--- src/rtl/exec_branch_unit_if.sv ---
// Decode-to-branch-unit bundle: instruction fields and operands in one direction,
// resolved branch results and the mispredict tracker outputs in the other.
interface exec_branch_unit_if #(
    parameter int XLEN    = 32,
    parameter int ALEN    = 32,
    parameter int MPCNT_W = 16
);
    logic [ALEN-1:0]    decode_instruction_addr;
    logic [ALEN-1:0]    decode_instruction_next_addr;
    logic [4:0]         opcode;
    logic [2:0]         funct3;
    logic [XLEN-1:0]    rs1_data;
    logic [XLEN-1:0]    rs2_data;
    logic [20:1]        j_imm;
    logic [12:1]        b_imm;
    logic [11:0]        i_imm;
    logic               input_valid_unless_mispredict;
    logic               input_valid;
    logic               input_is_branch;

    logic               exec_branch_output_valid;
    logic               exec_branch_exception;
    logic               exec_branch_taken;
    logic [XLEN-1:0]    exec_branch_result;
    logic [ALEN-1:0]    exec_branch_target;
    logic               exec_mispredict_detected;
    logic [MPCNT_W-1:0] exec_mispredict_count;

    modport master (
        output decode_instruction_addr, decode_instruction_next_addr, opcode, funct3,
               rs1_data, rs2_data, j_imm, b_imm, i_imm,
               input_valid_unless_mispredict, input_valid, input_is_branch,
        input  exec_branch_output_valid, exec_branch_exception, exec_branch_taken,
               exec_branch_result, exec_branch_target,
               exec_mispredict_detected, exec_mispredict_count
    );

    modport slave (
        input  decode_instruction_addr, decode_instruction_next_addr, opcode, funct3,
               rs1_data, rs2_data, j_imm, b_imm, i_imm,
               input_valid_unless_mispredict, input_valid, input_is_branch,
        output exec_branch_output_valid, exec_branch_exception, exec_branch_taken,
               exec_branch_result, exec_branch_target,
               exec_mispredict_detected, exec_mispredict_count
    );
endinterface

--- src/rtl/exec_branch_unit.sv ---
// Branch/jump resolution with registered results, plus a tracker that checks the
// next valid instruction address against the last resolved next PC.
module exec_branch_unit #(
    parameter int XLEN    = 32,
    parameter int ALEN    = 32,
    parameter int C_EXT   = 1,
    parameter int MPCNT_W = 16
) (
    input  logic                 clk,
    input  logic                 rst_n,
    exec_branch_unit_if.slave    bus
);
    localparam logic [4:0] OP_JAL    = 5'b11011;
    localparam logic [4:0] OP_JALR   = 5'b11001;
    localparam logic [4:0] OP_BRANCH = 5'b11000;
    localparam logic       ALIGN4    = (C_EXT == 0);

    typedef enum logic {IDLE, EXPECT} state_t;

    logic [ALEN-1:0]    j_off;
    logic [ALEN-1:0]    b_off;
    logic [ALEN-1:0]    i_off;
    logic [ALEN-1:0]    jalr_sum;
    logic [ALEN-1:0]    target_calc;
    logic [ALEN-1:0]    next_pc;
    logic [XLEN-1:0]    link_value;
    logic               taken;
    logic               illegal;
    logic               exception;
    logic               accept;
    logic               mispredict;

    state_t             state_reg;
    state_t             state_next;
    logic [ALEN-1:0]    expected_pc_reg;
    logic [ALEN-1:0]    expected_pc_next;

    logic               valid_reg;
    logic               taken_reg;
    logic               exception_reg;
    logic [ALEN-1:0]    target_reg;
    logic [XLEN-1:0]    result_reg;
    logic [MPCNT_W-1:0] mp_count_reg;

    assign accept   = bus.input_valid && bus.input_is_branch;
    assign j_off    = {{(ALEN-21){bus.j_imm[20]}}, bus.j_imm, 1'b0};
    assign b_off    = {{(ALEN-13){bus.b_imm[12]}}, bus.b_imm, 1'b0};
    assign i_off    = {{(ALEN-12){bus.i_imm[11]}}, bus.i_imm};
    assign jalr_sum = bus.rs1_data[ALEN-1:0] + i_off;

    always_comb begin
        taken       = 1'b0;
        illegal     = 1'b0;
        target_calc = bus.decode_instruction_next_addr;
        case (bus.opcode)
            OP_JAL: begin
                taken       = 1'b1;
                target_calc = bus.decode_instruction_addr + j_off;
            end
            OP_JALR: begin
                taken       = 1'b1;
                target_calc = jalr_sum & ~ALEN'(1);
            end
            OP_BRANCH: begin
                target_calc = bus.decode_instruction_addr + b_off;
                case (bus.funct3)
                    3'b000:  taken = (bus.rs1_data == bus.rs2_data);
                    3'b001:  taken = (bus.rs1_data != bus.rs2_data);
                    3'b100:  taken = ($signed(bus.rs1_data) <  $signed(bus.rs2_data));
                    3'b101:  taken = ($signed(bus.rs1_data) >= $signed(bus.rs2_data));
                    3'b110:  taken = (bus.rs1_data <  bus.rs2_data);
                    3'b111:  taken = (bus.rs1_data >= bus.rs2_data);
                    default: illegal = 1'b1;
                endcase
            end
            default: ;
        endcase
    end

    assign next_pc   = taken ? target_calc : bus.decode_instruction_next_addr;
    assign exception = illegal || (taken && target_calc[0]) || (taken && ALIGN4 && target_calc[1]);

    // Link value is the next address, zero-extended or truncated to the register width.
    for (genvar gi = 0; gi < XLEN; gi++) begin : g_link
        if (gi < ALEN) begin : g_bit
            assign link_value[gi] = bus.decode_instruction_next_addr[gi];
        end else begin : g_zero
            assign link_value[gi] = 1'b0;
        end
    end

    always_ff @(posedge clk) begin
        if (!rst_n) begin
            valid_reg     <= 1'b0;
            taken_reg     <= 1'b0;
            exception_reg <= 1'b0;
        end else begin
            valid_reg <= accept;
            if (accept) begin
                taken_reg     <= taken;
                exception_reg <= exception;
            end
        end
    end

    always_ff @(posedge clk) begin
        if (accept) begin
            target_reg <= next_pc;
            result_reg <= link_value;
        end
    end

    // Tracker only moves on cycles that carry a real instruction slot; stalls hold it.
    always_comb begin
        state_next       = state_reg;
        expected_pc_next = expected_pc_reg;
        if (bus.input_valid_unless_mispredict) begin
            if (accept) begin
                state_next       = EXPECT;
                expected_pc_next = next_pc;
            end else begin
                state_next = IDLE;
            end
        end
    end

    always_ff @(posedge clk) begin
        if (!rst_n) begin
            state_reg <= IDLE;
        end else begin
            state_reg <= state_next;
        end
    end

    always_ff @(posedge clk) begin
        expected_pc_reg <= expected_pc_next;
    end

    assign mispredict = bus.input_valid_unless_mispredict && (state_reg == EXPECT) &&
                        (expected_pc_reg != bus.decode_instruction_addr);

    always_ff @(posedge clk) begin
        if (!rst_n) begin
            mp_count_reg <= '0;
        end else if (mispredict && (mp_count_reg != {MPCNT_W{1'b1}})) begin
            mp_count_reg <= mp_count_reg + MPCNT_W'(1);
        end
    end

    assign bus.exec_branch_output_valid = valid_reg;
    assign bus.exec_branch_taken        = taken_reg;
    assign bus.exec_branch_exception    = exception_reg;
    assign bus.exec_branch_target       = target_reg;
    assign bus.exec_branch_result       = result_reg;
    assign bus.exec_mispredict_detected = mispredict;
    assign bus.exec_mispredict_count    = mp_count_reg;
endmodule
--- src/flat_wrapper.sv ---
// flat-port wrapper written by rule: the top's interface ports become plain ports
module exec_branch_unit_flat 
#(
    parameter int XLEN    = 32,
    parameter int ALEN    = 32,
    parameter int C_EXT   = 1,
    parameter int MPCNT_W = 16
)
  (clk, rst_n, bus_decode_instruction_addr, bus_decode_instruction_next_addr, bus_opcode, bus_funct3, bus_rs1_data, bus_rs2_data, bus_j_imm, bus_b_imm, bus_i_imm, bus_input_valid_unless_mispredict, bus_input_valid, bus_input_is_branch, bus_exec_branch_output_valid, bus_exec_branch_exception, bus_exec_branch_taken, bus_exec_branch_result, bus_exec_branch_target, bus_exec_mispredict_detected, bus_exec_mispredict_count);
  exec_branch_unit_if #(.XLEN(XLEN), .ALEN(ALEN), .MPCNT_W(MPCNT_W)) bus_i ();
  input  logic clk;
  input  logic rst_n;
  input wire logic [$bits(bus_i.decode_instruction_addr)-1:0] bus_decode_instruction_addr;
  input wire logic [$bits(bus_i.decode_instruction_next_addr)-1:0] bus_decode_instruction_next_addr;
  input wire logic [$bits(bus_i.opcode)-1:0] bus_opcode;
  input wire logic [$bits(bus_i.funct3)-1:0] bus_funct3;
  input wire logic [$bits(bus_i.rs1_data)-1:0] bus_rs1_data;
  input wire logic [$bits(bus_i.rs2_data)-1:0] bus_rs2_data;
  input wire logic [$bits(bus_i.j_imm)-1:0] bus_j_imm;
  input wire logic [$bits(bus_i.b_imm)-1:0] bus_b_imm;
  input wire logic [$bits(bus_i.i_imm)-1:0] bus_i_imm;
  input wire logic [$bits(bus_i.input_valid_unless_mispredict)-1:0] bus_input_valid_unless_mispredict;
  input wire logic [$bits(bus_i.input_valid)-1:0] bus_input_valid;
  input wire logic [$bits(bus_i.input_is_branch)-1:0] bus_input_is_branch;
  output wire logic [$bits(bus_i.exec_branch_output_valid)-1:0] bus_exec_branch_output_valid;
  output wire logic [$bits(bus_i.exec_branch_exception)-1:0] bus_exec_branch_exception;
  output wire logic [$bits(bus_i.exec_branch_taken)-1:0] bus_exec_branch_taken;
  output wire logic [$bits(bus_i.exec_branch_result)-1:0] bus_exec_branch_result;
  output wire logic [$bits(bus_i.exec_branch_target)-1:0] bus_exec_branch_target;
  output wire logic [$bits(bus_i.exec_mispredict_detected)-1:0] bus_exec_mispredict_detected;
  output wire logic [$bits(bus_i.exec_mispredict_count)-1:0] bus_exec_mispredict_count;
  assign bus_i.decode_instruction_addr = bus_decode_instruction_addr;
  assign bus_i.decode_instruction_next_addr = bus_decode_instruction_next_addr;
  assign bus_i.opcode = bus_opcode;
  assign bus_i.funct3 = bus_funct3;
  assign bus_i.rs1_data = bus_rs1_data;
  assign bus_i.rs2_data = bus_rs2_data;
  assign bus_i.j_imm = bus_j_imm;
  assign bus_i.b_imm = bus_b_imm;
  assign bus_i.i_imm = bus_i_imm;
  assign bus_i.input_valid_unless_mispredict = bus_input_valid_unless_mispredict;
  assign bus_i.input_valid = bus_input_valid;
  assign bus_i.input_is_branch = bus_input_is_branch;
  assign bus_exec_branch_output_valid = bus_i.exec_branch_output_valid;
  assign bus_exec_branch_exception = bus_i.exec_branch_exception;
  assign bus_exec_branch_taken = bus_i.exec_branch_taken;
  assign bus_exec_branch_result = bus_i.exec_branch_result;
  assign bus_exec_branch_target = bus_i.exec_branch_target;
  assign bus_exec_mispredict_detected = bus_i.exec_mispredict_detected;
  assign bus_exec_mispredict_count = bus_i.exec_mispredict_count;
  exec_branch_unit #(.XLEN(XLEN), .ALEN(ALEN), .C_EXT(C_EXT), .MPCNT_W(MPCNT_W)) u_core (.clk(clk), .rst_n(rst_n), .bus(bus_i));
endmodule
--- config.mk ---
export PLATFORM = sky130hd
export DESIGN_NAME = exec_branch_unit_flat
export DESIGN_NICKNAME = d
export VERILOG_FILES = /design/src/rtl/exec_branch_unit_if.sv /design/src/rtl/exec_branch_unit.sv /design/src/flat_wrapper.sv
export SDC_FILE = /design/constraint.sdc
export NUM_CORES = 1
export LEC_CHECK = 0
export CORE_MARGIN = 3
export CORE_UTILIZATION = 53
export DETAILED_ROUTE_END_ITERATION = 12
export HOLD_SLACK_MARGIN = 0.02
export PLACE_DENSITY = 0.93
export SLEW_MARGIN = 20
export SYNTH_ARGS = -nofsm -noshare
export SYNTH_HDL_FRONTEND = slang
export SYNTH_SLANG_ARGS = --single-unit
--- constraint.sdc ---
create_clock -name clk -period 11.5 [get_ports clk]
set_input_delay 1.725 -clock clk [delete_from_list [all_inputs] [get_ports clk]]
set_output_delay 1.725 -clock clk [all_outputs]
set_load 0.01 [all_outputs]
* Word level (Yosys, flattened, before mapping)
Index checks and enable logic that the tools add are counted.
** Word-level totals
- Logic and storage cells :: 45
- Output and inout port bits :: 84
- Register bits :: 116
- Input port bits :: 185
** Cells by class
- $lt $le $gt $ge :: 4
- Equality and inequality tests :: 12
- Add/sub/neg operators :: 4
- Reduce and logical (&&, ||, !) cells :: 10
- Multiplexer cells :: 7
** Operators by type and width (count)
- 32-bit adder :: 3
- 32-bit case mux with 3 select lines :: 1
- 32-bit >= comparator :: 2
- 32-bit < comparator :: 2
- 32-bit inequality test :: 2
- 32-bit == test :: 1
- 32-bit 2-to-1 mux :: 1
- 16-bit by 1-bit adder with 16-bit output, second input constant :: 1
- 16-bit inequality test, second input constant :: 1
- 5-bit == test, second input constant :: 3
- 3-bit == test, second input constant :: 4
- 1-bit case mux with 6 select lines :: 1
- 6-bit OR reduction :: 1
- 1-bit logical AND :: 5
- 3-bit by 1-bit == test with 1-bit output, second input constant :: 1
- 3-bit zero test :: 1
- 1-bit 2-to-1 mux :: 3
- 1-bit case mux with 2 select lines :: 1
- 2-bit AND reduction :: 1
- 2-bit OR reduction :: 1
- 1-bit logical OR :: 1

* Depth between registers and ports, before layout
Gate-level depths: netlist of the first run.
- Depth after elaboration :: 5
- Mapped depth :: 18
- Mapped depth without buffers :: 16

* Worst setup path before layout of the first run
No wires, ideal clock.
- Path kind :: input to register
- Start :: input port bus_opcode[2]
- End :: register u_core.target_reg[29], in the netlist u_core.bus.exec_branch_target[29], data pin
- Buffers on the path :: 2
- Arrival time :: 5029 ps
- Setup time :: 262 ps
- Required time :: 11238 ps
- Cell stages on the path :: 18
- Setup slack :: 6209 ps
- Cells stage by stage :: nand3b_1 > or3_1 > clkbuf_1 > buf_1 > nand2_1 > nand2_1 > ha_1 > inv_1 > fa_1 > nor2b_1 > o31ai_2 > a21oi_1 > a31oi_1 > o311ai_1 > a41oi_1 > xor2_1 > o22ai_1 > mux2_4
** Between the ends
- Cells in the longest elaborated chain, start to end :: 4
- Elaborated cells between the ends (all ways) :: 7
- Classes of those cells :: eq/ne: 3; mux: 3; reduce/logical: 1
** RTL lines
- start, declared :: RTL line flat_wrapper.sv:15 : input wire logic [$bits(bus_i.opcode)-1:0] bus_opcode;
- 5-bit == test :: RTL line exec_branch_unit.sv:55 : case (bus.opcode)
- 2-bit OR reduction (no source line)
- 1-bit case mux with 2 select lines :: RTL line exec_branch_unit.sv:55
- 32-bit 2-to-1 mux (*) :: RTL line exec_branch_unit.sv:80 : assign next_pc = taken ? target_calc : bus.decode_instruction_next_addr;
- net u_core.next_pc[29] :: RTL line exec_branch_unit.sv:25 : logic [ALEN-1:0] next_pc;
- end signal, assigned :: RTL line exec_branch_unit.sv:108 : target_reg <= next_pc;
- end, declared :: RTL line exec_branch_unit.sv:41 : logic [ALEN-1:0] target_reg;
The timed path passes the listed nets; every way through them passes the cells marked *.
A chain may end at the register's enable or synchronous reset.

* Final worst setup path of the first run
Same ends and word-level chain as after synthesis.

==> reports/qor.txt, run 1 <==
Largest net degree at the start of global routing - 69
Top cells by area, synth - edfxtp_1, ha_1, xnor2_1
GRT Util Overall - 30.73%
Area of the core - 0.01676 mm²
Number of remaining DRC errors - 0
Die W - 137.7 µm
Slew Viols, Final - 0
Post-synthesis sequential area ratio - 35.70%
Worst-path clk slew - 60 ps
Post-layout min period - 5864 ps
Avg WL per Cell - 20.35 µm
Status - finished clean
Slew headroom - 37.54%
Worst setup slack after layout - 5636 ps
Required time worst endpoint - 11,660 ps
Worst vdd ir - 0.00008046 V
Post-CTS setup buffer count - 0
Post-Syn Nets - 1,231
Yosys top cell area share - 31.35%
Layout fillers - 1,165
Die area - 0.01897 mm²
Arr. time, crit path - 6030 ps
Vias in the first global route - 8,412
DR vias - 8,688
CTS max path bufs - 2
Fin. Hold Viols - 0
Hold bufs inserted after CTS - 0
Remaining global-route overflow - 0
Avg Vias per Cell - 5.967
Commonest register cell after synthesis - edfxtp_1
Synth cell types - 77
Met1 Wirelength - 11,270 µm
Vert. Die Dim - 137.7 µm
Detailed Place HPWL - 23,420 µm
Final number of setup-violating endpoints - 0
Fin Clk Skew - 6.596 ps
Most common library cell in the layout ignoring fill and taps - clkdlybuf4s50_1
Setup CP Type - primary input to register
CP Max Fanout - 23
Place WS - 5146 ps
Starting Density - 54.87%
Initial antenna violation count - 3
Static Leak - 5.126 nW
Setup_tns - 0 ps
Number of synthesized flops with an enable pin - 96
Post-route cell area - 0.01265 mm²
Worst-margin pin slew - 936.9 ps
Asr flop ratio synth - 0%
TritonCTS buffer count - 17
Routed wl met2 - 14,330 µm
FF+latch count, synth - 116
P&R area growth vs syn - 37.55%
Syn. warnings - 0
RSZ-0062 raised after global routing - false
Maxcap violations - 0
Synthesized cell area - 0.009196 mm²
Met3 WL - 3136 µm
Iteration-0 DRC count of the detailed router - 697
Total Power - 1.409 mW
Cts repair resizes - 0
Share of post-route cells with drive strength above 1 - 6.883%
Worst hold path class - register to register
Routed wire length - 29,630 µm
Clk Latency, worst-skew pair - 410 ps
CTS Sinks - 116
Most frequent cells in the layout - clkdlybuf4s50_1, edfxtp_1, ha_1
Synth area leader - edfxtp_1
Global-route wire length before repair - 44,410 µm
Root Driver - clkbuf_16
Nets - 1,502
FMAX - 0.1705 GHz
Cell row count - 47
DR pass1 iterations - 5
Fin crit share - 50.99%
CP endpoint kind - register
# IOs - 269
Top sig layer - met5
PwrDens - 111.4 mW/mm²
IO Port Bufs - 268
Crit start category - primary input
ANT nets after route - 0
H-tree lvl count - 4
Syn Area/Cell - 9.670 µm²
Placer congestion estimate - 0.9474
CTS tree - done
Dpl cell area - 0.01207 mm²
Cells after Synth - 951
-- kinds of logic after synthesis --
kind of cell    share of synthesized area (%)
buf+inv                                 3.442
flops                                   35.70
simple gates                            15.02
fa+ha+maj                               13.09
compound gates                          18.52
xor+xnor                                8.952
mux                                     5.279
-- synth_stat cells (3+ instances only) --
cell,number
nand4_1,25
mux2_4,26
buf_6,5
edfxtp_1,96
xnor2_1,62
nor2_1,57
dfxtp_1,20
inv_1,53
or2_2,3
a22oi_1,3
buf_2,4
and2_1,8
o21ai_1,7
nor2b_1,8
clkbuf_1,9
and3_1,12
a211oi_1,5
o21a_1,11
o211ai_1,8
and4_1,4
nor4_1,6
or3_1,9
a21oi_1,70
mux2i_1,5
mux2_2,4
nor3_1,14
o22ai_1,21
nand2_1,90
nand2b_1,8
nand3_1,17
o31ai_1,4
o21ai_0,45
xor2_1,32
o31a_1,5
o21bai_1,9
a221o_1,3
nand3b_1,3
a21o_1,32
a31oi_1,9
ha_1,93
-- worst paths after layout --
check / start / end / slack (ps) / cells past startpoint
worst min-delay path: u_core.bus.exec_mispredict_count[4]$_SDFFE_PN0P_ / u_core.bus.exec_mispredict_count[4]$_SDFFE_PN0P_ / 540 / 2
worst max register to register: u_core.expected_pc_reg[3]$_DFFE_PP_ / u_core.bus.exec_mispredict_count[9]$_SDFFE_PN0P_ / 8980 / 9
worst max-delay path: bus_opcode[2] / u_core.bus.exec_branch_target[29]$_DFFE_PP_ / 5640 / 17
worst min register to register: u_core.bus.exec_mispredict_count[4]$_SDFFE_PN0P_ / u_core.bus.exec_mispredict_count[4]$_SDFFE_PN0P_ / 540 / 2
-- per-layer routing --
layer | GRT usage, % | vias to the layer above
li1 | - | 4113
met1 | 37.88 | 4031
met3 | 7.597 | 74
met5 | 0 | -
met2 | 52.09 | 466
met4 | 11.47 | 4
-- critical path, cell delays in order --
cell and delay [ps]:
clkdlybuf4s50_1 460, nand3b_1 210, or3_1 680, nand2_1 110
nand2_1 90, ha_1 180, inv_1 60, fa_1 410
nor2b_1 200, o31ai_2 110, a21oi_1 370, a31oi_1 250
o311ai_1 430, a41oi_1 190, xor2_1 160, o22ai_1 90
mux2_4 300
-- where the power goes --
group | internal, mW | switching (mW) | leakage [nW]
logic | 0.202 | 0.210 | 3.80
clock network | 0.313 | 0.195 | 0.271
registers | 0.482 | 0.00824 | 1.05
total | 0.997 | 0.412 | 5.13
-- metrics by stage --
stage | std cells | util [%] | hold slack [ps]
after floorplan | 951 | - | 456.2
after global placement | 1423 | 72.01 | 467.6
after detailed placement | 1423 | 72.01 | 530.3
after CTS | 1455 | 75.38 | 541.0
after global routing | 1456 | 75.48 | 566.7
final | 1456 | 75.48 | 541.5
-- final cells by class --
class	instances	area (µm²)	share of cell area, %
Sequential cell	116	3283	25.95
Inverter	54	202.7	1.602
Clock inverter	6	42.54	0.3363
Clock buffer	26	521.8	4.125
Antenna cell	1	2.502	0.01978
Multi-Input combinational cell	762	5617	44.40
Timing Repair Buffer	271	2705	21.38
Tap cell	220	275.3	2.176
Power figures use the tool's default switching activity.
==> run 2, diff against run 1 <==
--- a/config.mk
+++ b/config.mk
@@ -6,10 +6,10 @@
 export NUM_CORES = 1
 export LEC_CHECK = 0
 export CORE_MARGIN = 3
-export CORE_UTILIZATION = 53
+export CORE_UTILIZATION = 49
 export DETAILED_ROUTE_END_ITERATION = 12
 export HOLD_SLACK_MARGIN = 0.02
-export PLACE_DENSITY = 0.93
+export PLACE_DENSITY = 0.87
 export SLEW_MARGIN = 20
 export SYNTH_ARGS = -nofsm -noshare
 export SYNTH_HDL_FRONTEND = slang
==> constraint.sdc (replaced) <==
create_clock -name clk -period 5.6 [get_ports clk]
set_input_delay 0.84 -clock clk [delete_from_list [all_inputs] [get_ports clk]]
set_output_delay 0.84 -clock clk [all_outputs]
set_load 0.01 [all_outputs]
==> run 2 against run 1 <==
Effect of this change: clock skew increased by 2.4 ps; clock power increased by 110%; combinational power rose by 110%; routed wire length decreased by 2.0%; sequential share of layout area is 0.15 points lower; flip-flop and latch count did not move; largest cell class unchanged; highest routed layer unchanged.
==> reports/qor.txt, run 2 (synthesized netlist as in run 1, its figures left out) <==
Status - finished clean (unchanged)
# IOs - 269 (unchanged)
CP Max Fanout - 9 (was 23)
IO Port Bufs - 268 (unchanged)
CTS tree - done (unchanged)
Hold bufs inserted after CTS - 0 (unchanged)
P_int - 2.105 mW (was 996.7 µW)
Iteration-0 DRC count of the detailed router - 608 (was 697)
P_sw - 837.4 µW (was 412.5 µW)
Post-route insts no fill - 1,468 (was 1,456)
Vert. Die Dim - 143.0 µm (was 137.7 µm)
Worst vdd ir - 0.0001193 V (was 0.00008046 V)
Fin. Hold Viols - 0 (unchanged)
GRT Util Overall - 27.63% (was 30.73%)
Avg Vias per Cell - 5.916 (was 5.967)
Area of the core - 0.01821 mm² (was 0.01676 mm²)
Crit start category - primary input (unchanged)
Place WS - 464.3 ps (was 5146 ps)
FMAX - 0.2091 GHz
Hold Crit Start - u_core.state_reg$_SDFFE_PN0P_ (was u_core.bus.exec_mispredict_count[4]$_SDFFE_PN0P_)
Most frequent cells in the layout - clkdlybuf4s50_1, edfxtp_1, ha_1 (unchanged)
H-tree lvl count - 4 (unchanged)
DR vias - 8,684 (was 8,688)
Static Leak - 5.159 nW (was 5.126 nW)
Worst hold path class - register to register (unchanged)
Vias in the first global route - 8,318 (was 8,412)
Post-route cell area - 0.01272 mm² (was 0.01265 mm²)
Worst-path cell chain - clkdlybuf4s50_1, nand3b_1, nor3_2, nand2_1, nand2_1, ha_1, inv_1, fa_1, nor2b_1, o31ai_2, a21oi_1, a31oi_1, o311ai_1, a41oi_1, xor2_1, o22ai_1, mux2_4 (was clkdlybuf4s50_1, nand3b_1, or3_1, nand2_1, nand2_1, ha_1, inv_1, fa_1, nor2b_1, o31ai_2, a21oi_1, a31oi_1, o311ai_1, a41oi_1, xor2_1, o22ai_1, mux2_4)
Detailed Place HPWL - 23,110 µm (was 23,420 µm)
Fin Clk Skew - 9.031 ps (was 6.596 ps)
Required time worst endpoint - 5770 ps (was 11,660 ps)
Global-route wire length before repair - 44,080 µm (was 44,410 µm)
Cell row count - 49 (was 47)
Clk Latency, worst-skew pair - 420 ps (was 410 ps)
Slowest CP cell - nor3_2 (was or3_1)
Arr. time, crit path - 4950 ps (was 6030 ps)
Largest net degree at the start of global routing - 39 (was 69)
Worst Setup SP - bus_opcode[2] (unchanged)
Part of the power in the clock network - 37.1% (was 36.0%)
DR pass1 iterations - 6 (was 5)
Fin crit share - 85.40%
TritonCTS buffer count - 17 (unchanged)
Starting Density - 50.51% (was 54.87%)
Root Driver - clkbuf_16 (unchanged)
CTS max path bufs - 2 (unchanged)
Dpl cell area - 0.01212 mm² (was 0.01207 mm²)
Maxcap violations - 0 (unchanged)
Max incr delay on CP - 530 ps (was 680 ps)
Most frequent CP cell - nand2_1 (unchanged)
Worst setup slack after layout - 817.8 ps (was 5636 ps)
Logic gate share of total power - 28.7% (was 29.2%)
Share of post-route cells with drive strength above 1 - 7.264% (was 6.883%)
N_diodes - 0 (was 1)
Avg WL per Cell - 19.77 µm (was 20.35 µm)
ANT nets after route - 0 (unchanged)
Die area - 0.02045 mm² (was 0.01897 mm²)
Worst-margin pin slew - 785.5 ps (was 936.9 ps)
CTS Sinks - 116 (unchanged)
Setup_tns - 0 ps (unchanged)
Number of remaining DRC errors - 0 (unchanged)
Setup CP Type - primary input to register (unchanged)
Slew headroom - 47.64% (was 37.54%)
Nets - 1,506 (was 1,502)
Cts repair resizes - 0 (unchanged)
CP endpoint kind - register (unchanged)
Die W - 143.0 µm (was 137.7 µm)
Worst-path clk slew - 60 ps (about the same)
Most common library cell in the layout ignoring fill and taps - clkdlybuf4s50_1 (unchanged)
RSZ-0062 raised after global routing - false (unchanged)
Final number of setup-violating endpoints - 0 (unchanged)
Initial antenna violation count - 1 (was 3)
Remaining global-route overflow - 0 (unchanged)
Total Power - 2.942 mW (was 1.409 mW)
Worst hold slack - 523.5 ps (was 541.5 ps)
PwrDens - 231.3 mW/mm² (was 111.4 mW/mm²)
Switching part of the total - 28.46% (was 29.27%)
Slew Viols, Final - 0 (unchanged)
Reg power frac - 34.2% (was 34.8%)
Routed wire length - 29,020 µm (was 29,630 µm)
Placer congestion estimate - 0.9547 (was 0.9474)
Post-layout min period - 4782 ps
Post-Place Cells - 1,436 (was 1,423)
Reg2Reg Launch Point - u_core.expected_pc_reg[1]$_DFFE_PP_ (was u_core.expected_pc_reg[3]$_DFFE_PP_)
Core Util, Final - 69.87% (was 75.48%)
Post-CTS setup buffer count - 0 (unchanged)
P&R area growth vs syn - 38.34% (was 37.55%)
==> run 2: cell types whose count changed in the layout (fill, tap and decap cells not counted), sizes merged <==
cell,change
diode,-1
bufinv,+1
clkinv,-2
clkinvlp,+1
buf,+4
==> run 2: area by class of cell <==
cell class | count | area (µm²)
Clock buffer | 26 | 531.8
Clock inverter | 6 | 66.31
Fill cell | 1368 | 5487
Inverter | 54 | 202.7
Multi-Input combinational cell | 762 | 5604
Sequential cell | 116 | 3283
Tap cell | 229 | 286.5
Timing Repair Buffer | 275 | 2748
==> run 2: critical path: cells and delay by family <==
family | cells | cell delay [ps]
AO/OA/AOI/OAI | 6 | 1400
AND/OR/NAND/NOR | 5 | 1190
adder cells (fa/ha/maj) | 2 | 580
buffers and inverters | 2 | 460
multiplexers | 1 | 300
XOR/XNOR | 1 | 160
==> run 2: worst paths after layout <==
path / to / slack, ps / depth (start not counted)
worst max register to register: u_core.bus.exec_mispredict_count[7]$_SDFFE_PN0P_ / 3130 / 9
worst min register to register: u_core.state_reg$_SDFFE_PN0P_ / 520 / 2
worst max-delay path: u_core.bus.exec_branch_target[29]$_DFFE_PP_ / 820 / 17
worst min-delay path: u_core.state_reg$_SDFFE_PN0P_ / 520 / 2
==> run 2: routing by layer <==
metal	vias to the layer above	part of all wire, %	global-route usage, %
met5	-	0.062	0
met4	4	2.3	8.504
met3	51	10	6.664
met2	470	47	46.36
met1	4046	40	35.39
li1	4113	-	-
==> run 2: power by group through the flow <==
stage                     sequential [mW]  clock [mW]  combinational [mW]
after detailed placement             1.02           0               0.825
after global placement               1.02           0               0.813
after global routing                 1.01        1.14               0.913
after CTS                            1.00        1.09               0.834
after floorplan                      1.04           0               0.460
final                                1.00        1.09               0.846
==> RTL change (settings of run 2) <==
`XLEN` is set to 32 in 3 places; all go to 40.
--- a/src/rtl/exec_branch_unit_if.sv
+++ b/src/rtl/exec_branch_unit_if.sv
@@ -3,3 +3,3 @@
 interface exec_branch_unit_if #(
-    parameter int XLEN    = 32,
+    parameter int XLEN    = 40,
     parameter int ALEN    = 32,
--- a/src/rtl/exec_branch_unit.sv
+++ b/src/rtl/exec_branch_unit.sv
@@ -3,3 +3,3 @@
 module exec_branch_unit #(
-    parameter int XLEN    = 32,
+    parameter int XLEN    = 40,
     parameter int ALEN    = 32,
--- a/src/flat_wrapper.sv
+++ b/src/flat_wrapper.sv
@@ -3,3 +3,3 @@
 #(
-    parameter int XLEN    = 32,
+    parameter int XLEN    = 40,
     parameter int ALEN    = 32,
Interface: changed (resized bus_exec_branch_result, bus_rs1_data and bus_rs2_data); port bits go from 269 to 293. The function was not compared with the original's and may differ.
==> RTL change against run 2 <==
- via count is 1.1% lower
- final area decreased by 0.24%
- critical path depth is 1 lower
- cell count rose by 0.82%
- area after synthesis decreased by 1.4%
- setup slack lost 200 ps
- sequential cell count unchanged
- power is 0.84% lower
- register-to-register slack worse by 60 ps
- synthesized cell count increased by 0.11%
- routed wire length is 0.43% higher
- critical path type unchanged
- critical endpoint is now u_core.expected_pc_reg[30]
==> RTL change: results (changes against run 2) <==
| Metric | Value |
|---|---|
| Non-filler cells, final | `1480 (+0.82%)` |
| Cell Pwr Density | `230 nW/um^2 (-0.60%)` |
| Fin nets | `1541 (+2.3%)` |
| Met2 Wirelength | `14300 microns (+4.4%)` |
| Total track usage | `0.282 (+0.00551)` |
| Synth Area in Compound Gates | `0.208 (+0.0229)` |
| Post-DP HPWL | `22900 microns (-0.75%)` |
| DRT Pass-1 Iters | `5 (-1)` |
| Clkbuf count | `22 (-15%)` |
| Buffers on Ports | `284 (+6.0%)` |
| Status | `completed` |
| Met1 usage | `0.374 (+0.0199)` |
| Sequential fraction of the synthesis area | `0.362 (+0.00522)` |
| First-pass GRT wire length | `44600 microns (+1.2%)` |
| Initial DRC count | `684 (+13%)` |
| Fin util | `0.702 (+0.00308)` |
| Vias in the first global route | `8292 (-0.31%)` |
| Pleak | `5.03 nW (-2.5%)` |
| Inverter count | `70 (+30%)` |
| Most frequent cells after synthesis | `ha_1, edfxtp_1, xnor2_1` |
| Seq/total area | `0.259 (+0.000610)` |
| Worst clock skew | `14.4 ps (+5.40 ps)` |
| DR vias | `8592 (-1.1%)` |
| Layout multi-input combinational cell count | `741 (-2.8%)` |
| DP Area | `12100 sq um (about the same)` |
| Critical path's slowest cell | `clkdlybuf4s50_1` |
| Fillers | `1316 (-3.8%)` |
| Hold WS | `508 ps (-15.4 ps)` |
| Arr. time, crit path | `5110 ps (+160 ps)` |
==> RTL change: cell types whose count changed in the layout (fill, tap and decap cells not counted), sizes merged, moves of 6 or more <==
cell	delta
o221ai	+20
xnor2	+15
conb	+8
xor2	-12
clkdlybuf4s50	+16
o21a	+15
a21o	+9
ha	+8
inv	+15
o21ai	-6
o22ai	-20
a31oi	+8
nand2	-28
mux2	-16
==> RTL change: how the worst min path moves through the flow <==
stage	start	endpoint	cells after the start
2_1_floorplan	u_core.state_reg	u_core.state_reg	2
3_3_place_gp	u_core.state_reg	u_core.state_reg	2
3_5_place_dp	u_core.state_reg	u_core.state_reg	2
4_1_cts	u_core.state_reg	u_core.state_reg	2
5_1_grt	u_core.state_reg	u_core.state_reg	2
6_report	u_core.state_reg	u_core.state_reg	2
==> RTL change: power by group <==
part / internal [mW] / switching (mW)
sequential: 0.991 / 0.0157
combinational: 0.414 / 0.424
clock: 0.673 / 0.399
